$ cat src/rtl/depuncturer.sv
// Depuncturer: rebuilds (A,B) code-bit pairs with erasure flags from a punctured serial stream.
// Optional status outputs (Pair_cnt, Rate_err) are enabled by defining DEPUNCT_STATUS_EN.
module depuncturer #(
  parameter int   CNT_W     = 16,
  parameter logic ERASE_BIT = 1'b0
) (
  input  logic             Clk,
  input  logic             Reset_n,
  input  logic             EN,
  input  logic             Start,
  input  logic [1:0]       Rate,
  input  logic             In_valid,
  input  logic             In_data,
  output logic             Out_valid,
  output logic             Out_a,
  output logic             Out_b,
  output logic             Erase_a,
  output logic             Erase_b,
  output logic [CNT_W-1:0] Pair_cnt,
  output logic             Rate_err
);

  logic [1:0] rate_p0, phase_p0;
  logic       hold_a_p0;

  logic [1:0] rate_eff, phase_eff, last_ph;
  logic       hold_eff;
  logic [1:0] rate_nxt, phase_nxt;
  logic       hold_nxt;
  logic       emit_p0, a_p0, b_p0, ea_p0, eb_p0;

  // Stage p0: Start overrides the stored pattern state within the same cycle
  always_comb begin
    rate_eff  = Start ? Rate : rate_p0;
    phase_eff = Start ? 2'd0 : phase_p0;
    hold_eff  = Start ? 1'b0 : hold_a_p0;
    case (rate_eff)
      2'b01:   last_ph = 2'd2;
      2'b10:   last_ph = 2'd3;
      default: last_ph = 2'd1;
    endcase

    rate_nxt  = rate_p0;
    phase_nxt = phase_p0;
    hold_nxt  = hold_a_p0;
    emit_p0   = 1'b0;
    a_p0      = Out_a;
    b_p0      = Out_b;
    ea_p0     = Erase_a;
    eb_p0     = Erase_b;

    if (EN) begin
      rate_nxt  = rate_eff;
      phase_nxt = phase_eff;
      hold_nxt  = hold_eff;
      if (In_valid) begin
        phase_nxt = (phase_eff == last_ph) ? 2'd0 : phase_eff + 2'd1;
        case (phase_eff)
          2'd0: hold_nxt = In_data;
          2'd1: begin
            emit_p0 = 1'b1;
            a_p0    = hold_eff;
            b_p0    = In_data;
            ea_p0   = 1'b0;
            eb_p0   = 1'b0;
          end
          2'd2: begin
            emit_p0 = 1'b1;
            a_p0    = In_data;
            b_p0    = ERASE_BIT;
            ea_p0   = 1'b0;
            eb_p0   = 1'b1;
          end
          default: begin
            emit_p0 = 1'b1;
            a_p0    = ERASE_BIT;
            b_p0    = In_data;
            ea_p0   = 1'b1;
            eb_p0   = 1'b0;
          end
        endcase
      end
    end
  end

  // Stage p1: registered pattern state and output pair
  always_ff @(posedge Clk or negedge Reset_n) begin
    if (!Reset_n) begin
      rate_p0   <= 2'b00;
      phase_p0  <= 2'd0;
      hold_a_p0 <= 1'b0;
      Out_valid <= 1'b0;
      Out_a     <= 1'b0;
      Out_b     <= 1'b0;
      Erase_a   <= 1'b0;
      Erase_b   <= 1'b0;
    end else begin
      rate_p0   <= rate_nxt;
      phase_p0  <= phase_nxt;
      hold_a_p0 <= hold_nxt;
      Out_valid <= emit_p0;
      if (emit_p0) begin
        Out_a   <= a_p0;
        Out_b   <= b_p0;
        Erase_a <= ea_p0;
        Erase_b <= eb_p0;
      end
    end
  end

`ifdef DEPUNCT_STATUS_EN
  function automatic logic [CNT_W-1:0] sat_inc(input logic [CNT_W-1:0] v);
    return (&v) ? v : v + {{(CNT_W-1){1'b0}}, 1'b1};
  endfunction

  always_ff @(posedge Clk or negedge Reset_n) begin
    if (!Reset_n) begin
      Pair_cnt <= '0;
      Rate_err <= 1'b0;
    end else if (EN && Start) begin
      Pair_cnt <= {{(CNT_W-1){1'b0}}, emit_p0};
      Rate_err <= (Rate == 2'b11);
    end else if (emit_p0) begin
      Pair_cnt <= sat_inc(Pair_cnt);
    end
  end
`else
  assign Pair_cnt = '0;
  assign Rate_err = 1'b0;
`endif

endmodule

$ cat config.mk
export PLATFORM = sky130hd
export DESIGN_NAME = depuncturer
export DESIGN_NICKNAME = d
export VERILOG_FILES = /design/src/rtl/depuncturer.sv
export SDC_FILE = /design/constraint.sdc
export NUM_CORES = 1
export LEC_CHECK = 0
export ABC_AREA = 1
export BUFFER_PORTS_ARGS = -buffer_cell sky130_fd_sc_hd__buf_2
export CORE_ASPECT_RATIO = 1.1
export CORE_MARGIN = 4
export CORE_UTILIZATION = 30
export DETAILED_ROUTE_END_ITERATION = 8
export SLEW_MARGIN = 20
export SYNTH_ARGS = -nofsm -noshare
export SYNTH_HDL_FRONTEND = slang
export SYNTH_SLANG_ARGS = --single-unit
$ cat constraint.sdc
create_clock -name Clk -period 1.4 [get_ports Clk]
set_input_delay 0.07 -clock Clk [delete_from_list [all_inputs] [get_ports Clk]]
set_output_delay 0.07 -clock Clk [all_outputs]
set_load 0.1 [all_outputs]
After elaboration in Yosys (flattened, before gate mapping):

Cells that the tools add are included.

* bitwise gates (word level): 1
* eq/ne operators: 5
* reduce and logical (&&, ||, !) cells: 3
* add/sub/neg operators: 1
* mux-type cells: 15

Operator list (count)
* $mux 2: 4
* $mux 1: 6
* $pmux 1 s2: 3
* $eq 2x1->1 const B: 2
* $eq 2x2->1 const B: 2
* $pmux 2 s2: 1
* $reduce_and 4->1: 1
* $pmux 1 s3: 1
* $add 2x1->2 const B: 1
* $eq 2x2->1: 1
* $logic_not 2->1: 1
* $reduce_or 2->1: 1
* $not 1->1: 1

* flip-flop bits (word level): 10
* logic and storage cells: 33

Depth between registers and ports, before layout:

* word-level depth: 6
* depth in mapped cells: 9

Worst setup path after synthesis:

OpenSTA, ideal clock, no wires.

* path kind: register to register
* from: register rate_p0[0]
* to: register phase_p0[1]
* data arrival time: 1093 ps
* path buffers: 0
* cell stages (with the launch flop): 10
* slack: 187 ps
* path through: dfrtp_1 > inv_1 > o21ai_0 > ha_1 > inv_1 > nand2_1 > nand2_1 > nand2_1 > nand2_1 > a21oi_1

* word-level cells in the longest chain between the ends: 6

RTL lines
* start: declaration: RTL line 23 `logic [1:0] rate_p0, phase_p0;`
* start signal: assignment: RTL line 98 `rate_p0 <= rate_nxt;`
* $mux 2 *: RTL line 34 `rate_eff = Start ? Rate : rate_p0;`
* via rate_eff[0]: RTL line 26 `logic [1:0] rate_eff, phase_eff, last_ph;`
* $eq 2x2->1 or $eq 2x1->1 (tied branches): RTL line 37 `case (rate_eff)`
* $pmux 2 s2 *: RTL line 37
* $eq 2x2->1 *: RTL line 57 `phase_nxt = (phase_eff == last_ph) ? 2'd0 : phase_eff + 2'd1;`
* $mux 2 *: RTL line 57
* $mux 2 *: RTL line 56 `if (In_valid) begin`
* end signal: assignment: RTL line 99 `phase_p0 <= phase_nxt;`
* end: declaration: RTL line 23

Mark *: on every way through the listed nets, which the timed path passes. The rest lies on a longest branch.
A chain may end at the register's enable or synchronous reset.

Final worst setup path:

* from: register rate_p0[1]
* to: register phase_p0[1]

* word-level cells in the longest chain between the ends: 6

RTL lines (RTL line)
* $mux 2 *: 34
* $eq 2x2->1 or $eq 2x1->1 (tied branches): 37
* $pmux 2 s2 *: 37
* $eq 2x2->1 *: 57
* $mux 2 *: 57
* $mux 2 *: 56

Mark *: on every way between the ends. The rest lies on a longest branch, timed or not.

==> results.md <==
- DP Wirelength: 996 um
- Critical Path End: phase_p0[1]
- Leakage power: 0.413 nW
- Area grow syn2layout: 9.24%
- Startpoint class of the critical path: register
- Routed length per instance: 9.11 um
- Reg2Reg Launch Point: rate_p0[1]
- Clock-pin slew on the worst setup and hold paths: 0.06 ns
- Antenna Cells: 0
- Outcome: finished clean
- Sw Pwr: 585 uW
- Core area: 2080 um^2
- Yosys top cell area share: 37.0%
- Synth cell types: 18
- Syn Std Cell Area: 677 um^2
- RSZ-0062 raised after global routing: false
- Switching share of power: 53.7%
- CTS sink cnt: 10
- Largest net degree at the start of global routing: 11
- Worst-Skew Late Latency: 0.26 ns
- Std-Cell Rows: 17
- Crit path arrival time: 1.42 ns
- CTS tree: built
- Clock share of power: 17.3%
- WL final: 1210 um
- Final #Nets: 116
- Synthesized flop and latch total: 10
- IO Count: 30
- Routability cong.: 0.917
- Cell Int Power: 504 uW
- Tmin final: 1.27 ns
- Synth area leaders: dfrtp_1, buf_4, nand2_1
- Placed Area: 699 um^2
- RR Endpoint: phase_p0[1]
- IO buf count: 12
- Kind of critical path: reg -> reg
- First-pass GRT wire length: 1820 um
- Die area: 3080 um^2
- Via density: 4.13
- Max cap viols: 0
- Clock buffer depth: 2
- Total stage count of the critical path: 8
- Die width: 53.3 um
- Comb pwr share: 50.4%
- Max stage delay on crit path: 0.38 ns
- Critical path capture point type: register
- Via count: 549
- Chip height: 57.8 um
- CP dominant cell by count: nand2_1
- H-tree Lvls: 1
- Clk_skew: 0.00273 ns
- Worst-path fanout max: 2
- FF-to-FF path depth: 8
- Tcrit/Tclk final: 90.9%
- Cell family with most CP delay: flip-flops
- Layout cells sized above 1: 21.9%
- GR Util All Layers: 7.58%
- Synth warnings: 0
- Critical path startpoint: rate_p0[1]
- Pre-antenna DRT Iters: 4
- Setup Total Neg Slack: 0 ns
- R2R setup slack: 0.13 ns
- Mean area per synthesized cell: 7.44 um^2
- Maximum VDD drop: 0.000723 V
- Cell Pwr Density: 1470 nW/um^2
- CP cell instances: mux2i_1 > ha_1 > inv_1 > nand2_1 > nand2_1 > nand2_1 > nand2_1 > a21oi_2
- Hold Crit Class: in -> reg
- Post-Synthesis Cells: 91
- Final hold vios: 0
- Seq/Total Area, Yosys: 37.0%
- Non-Filler Cell Area, Final: 739 um^2
- Vias in the first global route: 445
- Clock root buffer: clkbuf_4
- Worst Path Buf+Inv: 1
- Worst Path Required: 1.55 ns
- Sequential power share: 32.4%
- CTS buffer count: 3
- Post-route ant nets: 0
- Largest area contributor in the netlist: dfrtp_1
- Initial Util: 32.5%
- DRT iter0 DRCs: 11
- Antenna violations before repair: 0
- Final setup fails: 0
- Crit-path slowest cell: dfrtp_1
- Grt total ovfl: 0
- Fmax: 786 MHz
- Filler instances: 228
- Final slew viol count: 0
- Number of remaining DRC errors: 0
==> cells by family after synthesis <==
group / synth area share, %
buffers and inverters: 26.2
adders and majority gates: 1.85
muxes: 1.48
AOI/OAI and AO/OA: 9.98
other: 0.554
and+or+nand+nor: 22.9
DFF: 37.0
==> registers in the layout, summed over array words and instances, names as in the netlist <==
name,flops
phase_p0,2
rate_p0,2
Erase_a,1
Erase_b,1
Out_a,1
Out_b,1
Out_valid,1
hold_a_p0,1
==> power groups by stage <==
stage,clock network (mW),logic [mW],registers (mW)
floorplan,0,0.347,0.521
global placement,0,0.538,0.356
detailed placement,0,0.541,0.358
CTS,0.190,0.544,0.352
global route,0.200,0.583,0.356
finish,0.188,0.548,0.352
==> tightest hold or removal path, stage by stage <==
cell and delay (ns):
buf_2 0.10, nand3_1 0.07, nand2_1 0.05
==> area by class of cell <==
class | instances | area, um^2 | area share, %
repair buffers | 13 | 70.1 | 9.48
well taps | 28 | 35.0 | 4.74
inverters | 12 | 45.0 | 6.09
flip-flops and latches | 10 | 250 | 33.8
clock buffers | 3 | 22.5 | 3.05
multi-input cells | 67 | 317 | 42.8
==> worst min-delay path by stage <==
stage                     slack (ns)    endpoint  cells past startpoint  startpoint
after floorplan                -0.23     Erase_a                      0     Reset_n
after global placement         -0.06   Out_valid                      1     Reset_n
after detailed placement       -0.06  rate_p0[0]                      1     Reset_n
after CTS                       0.07       Out_b                      3     In_data
after global routing            0.12       Out_b                      3     In_data
final                           0.07       Out_b                      3     In_data
==> routing by layer <==
metal | vias to the layer above | wire (um) | global-route usage, %
met4 | 0 | 17 | 2.19
met3 | 3 | 138 | 1.80
li1 | 285 | - | -
met2 | 29 | 526 | 11.7
met1 | 232 | 529 | 10.3
met5 | - | 0 | 0
==> cells in the final DEF (no fill, tap or decap), types with 2 or more instances in the layout <==
cell type	count
buf_2	12
clkbuf_4	3
dfrtp_1	10
nand3_1	5
inv_1	10
a21oi_1	3
o21ai_0	5
nor2_1	3
inv_2	2
conb_1	17
nand2_1	22
nor2_2	3
o21ai_1	2
==> synth_stat cells <==
cell type	instances
buf_2	1
nor2_4	1
nor2_2	3
mux2i_1	1
a21oi_1	4
ha_1	1
dfrtp_1	10
nand2_1	22
conb_1	1
o21ai_0	6
buf_4	17
nand3_1	5
nor2_1	3
o31ai_1	1
o21ai_1	2
inv_2	2
nand4_1	1
inv_1	10
==> through the flow <==
stage / util [%] / setup slack, ns / cells / power (mW) / hold slack [ns]
after CTS: 35.1 / 0.0361 / 133 / 1.09 / 0.0695
final: 35.5 / 0.127 / 133 / 1.09 / 0.0696
after global routing: 35.5 / 0.00302 / 133 / 1.14 / 0.117
after detailed placement: 33.6 / 0.0511 / 129 / 0.899 / -0.0584
after global placement: 33.6 / 0.0637 / 129 / 0.894 / -0.0589
after floorplan: - / 0.187 / 107 / 0.868 / -0.226
==> what timing repair did <==
item | 4_1_cts | 5_1_grt
setup buffers | 0 | 0
hold buffers | 1 | 0
gates resized for setup | 0 | 3
endpoints found under the setup margin | 0 | 2
hold endpoints to repair | 10 | 0
(Power assumes the default switching activity.)
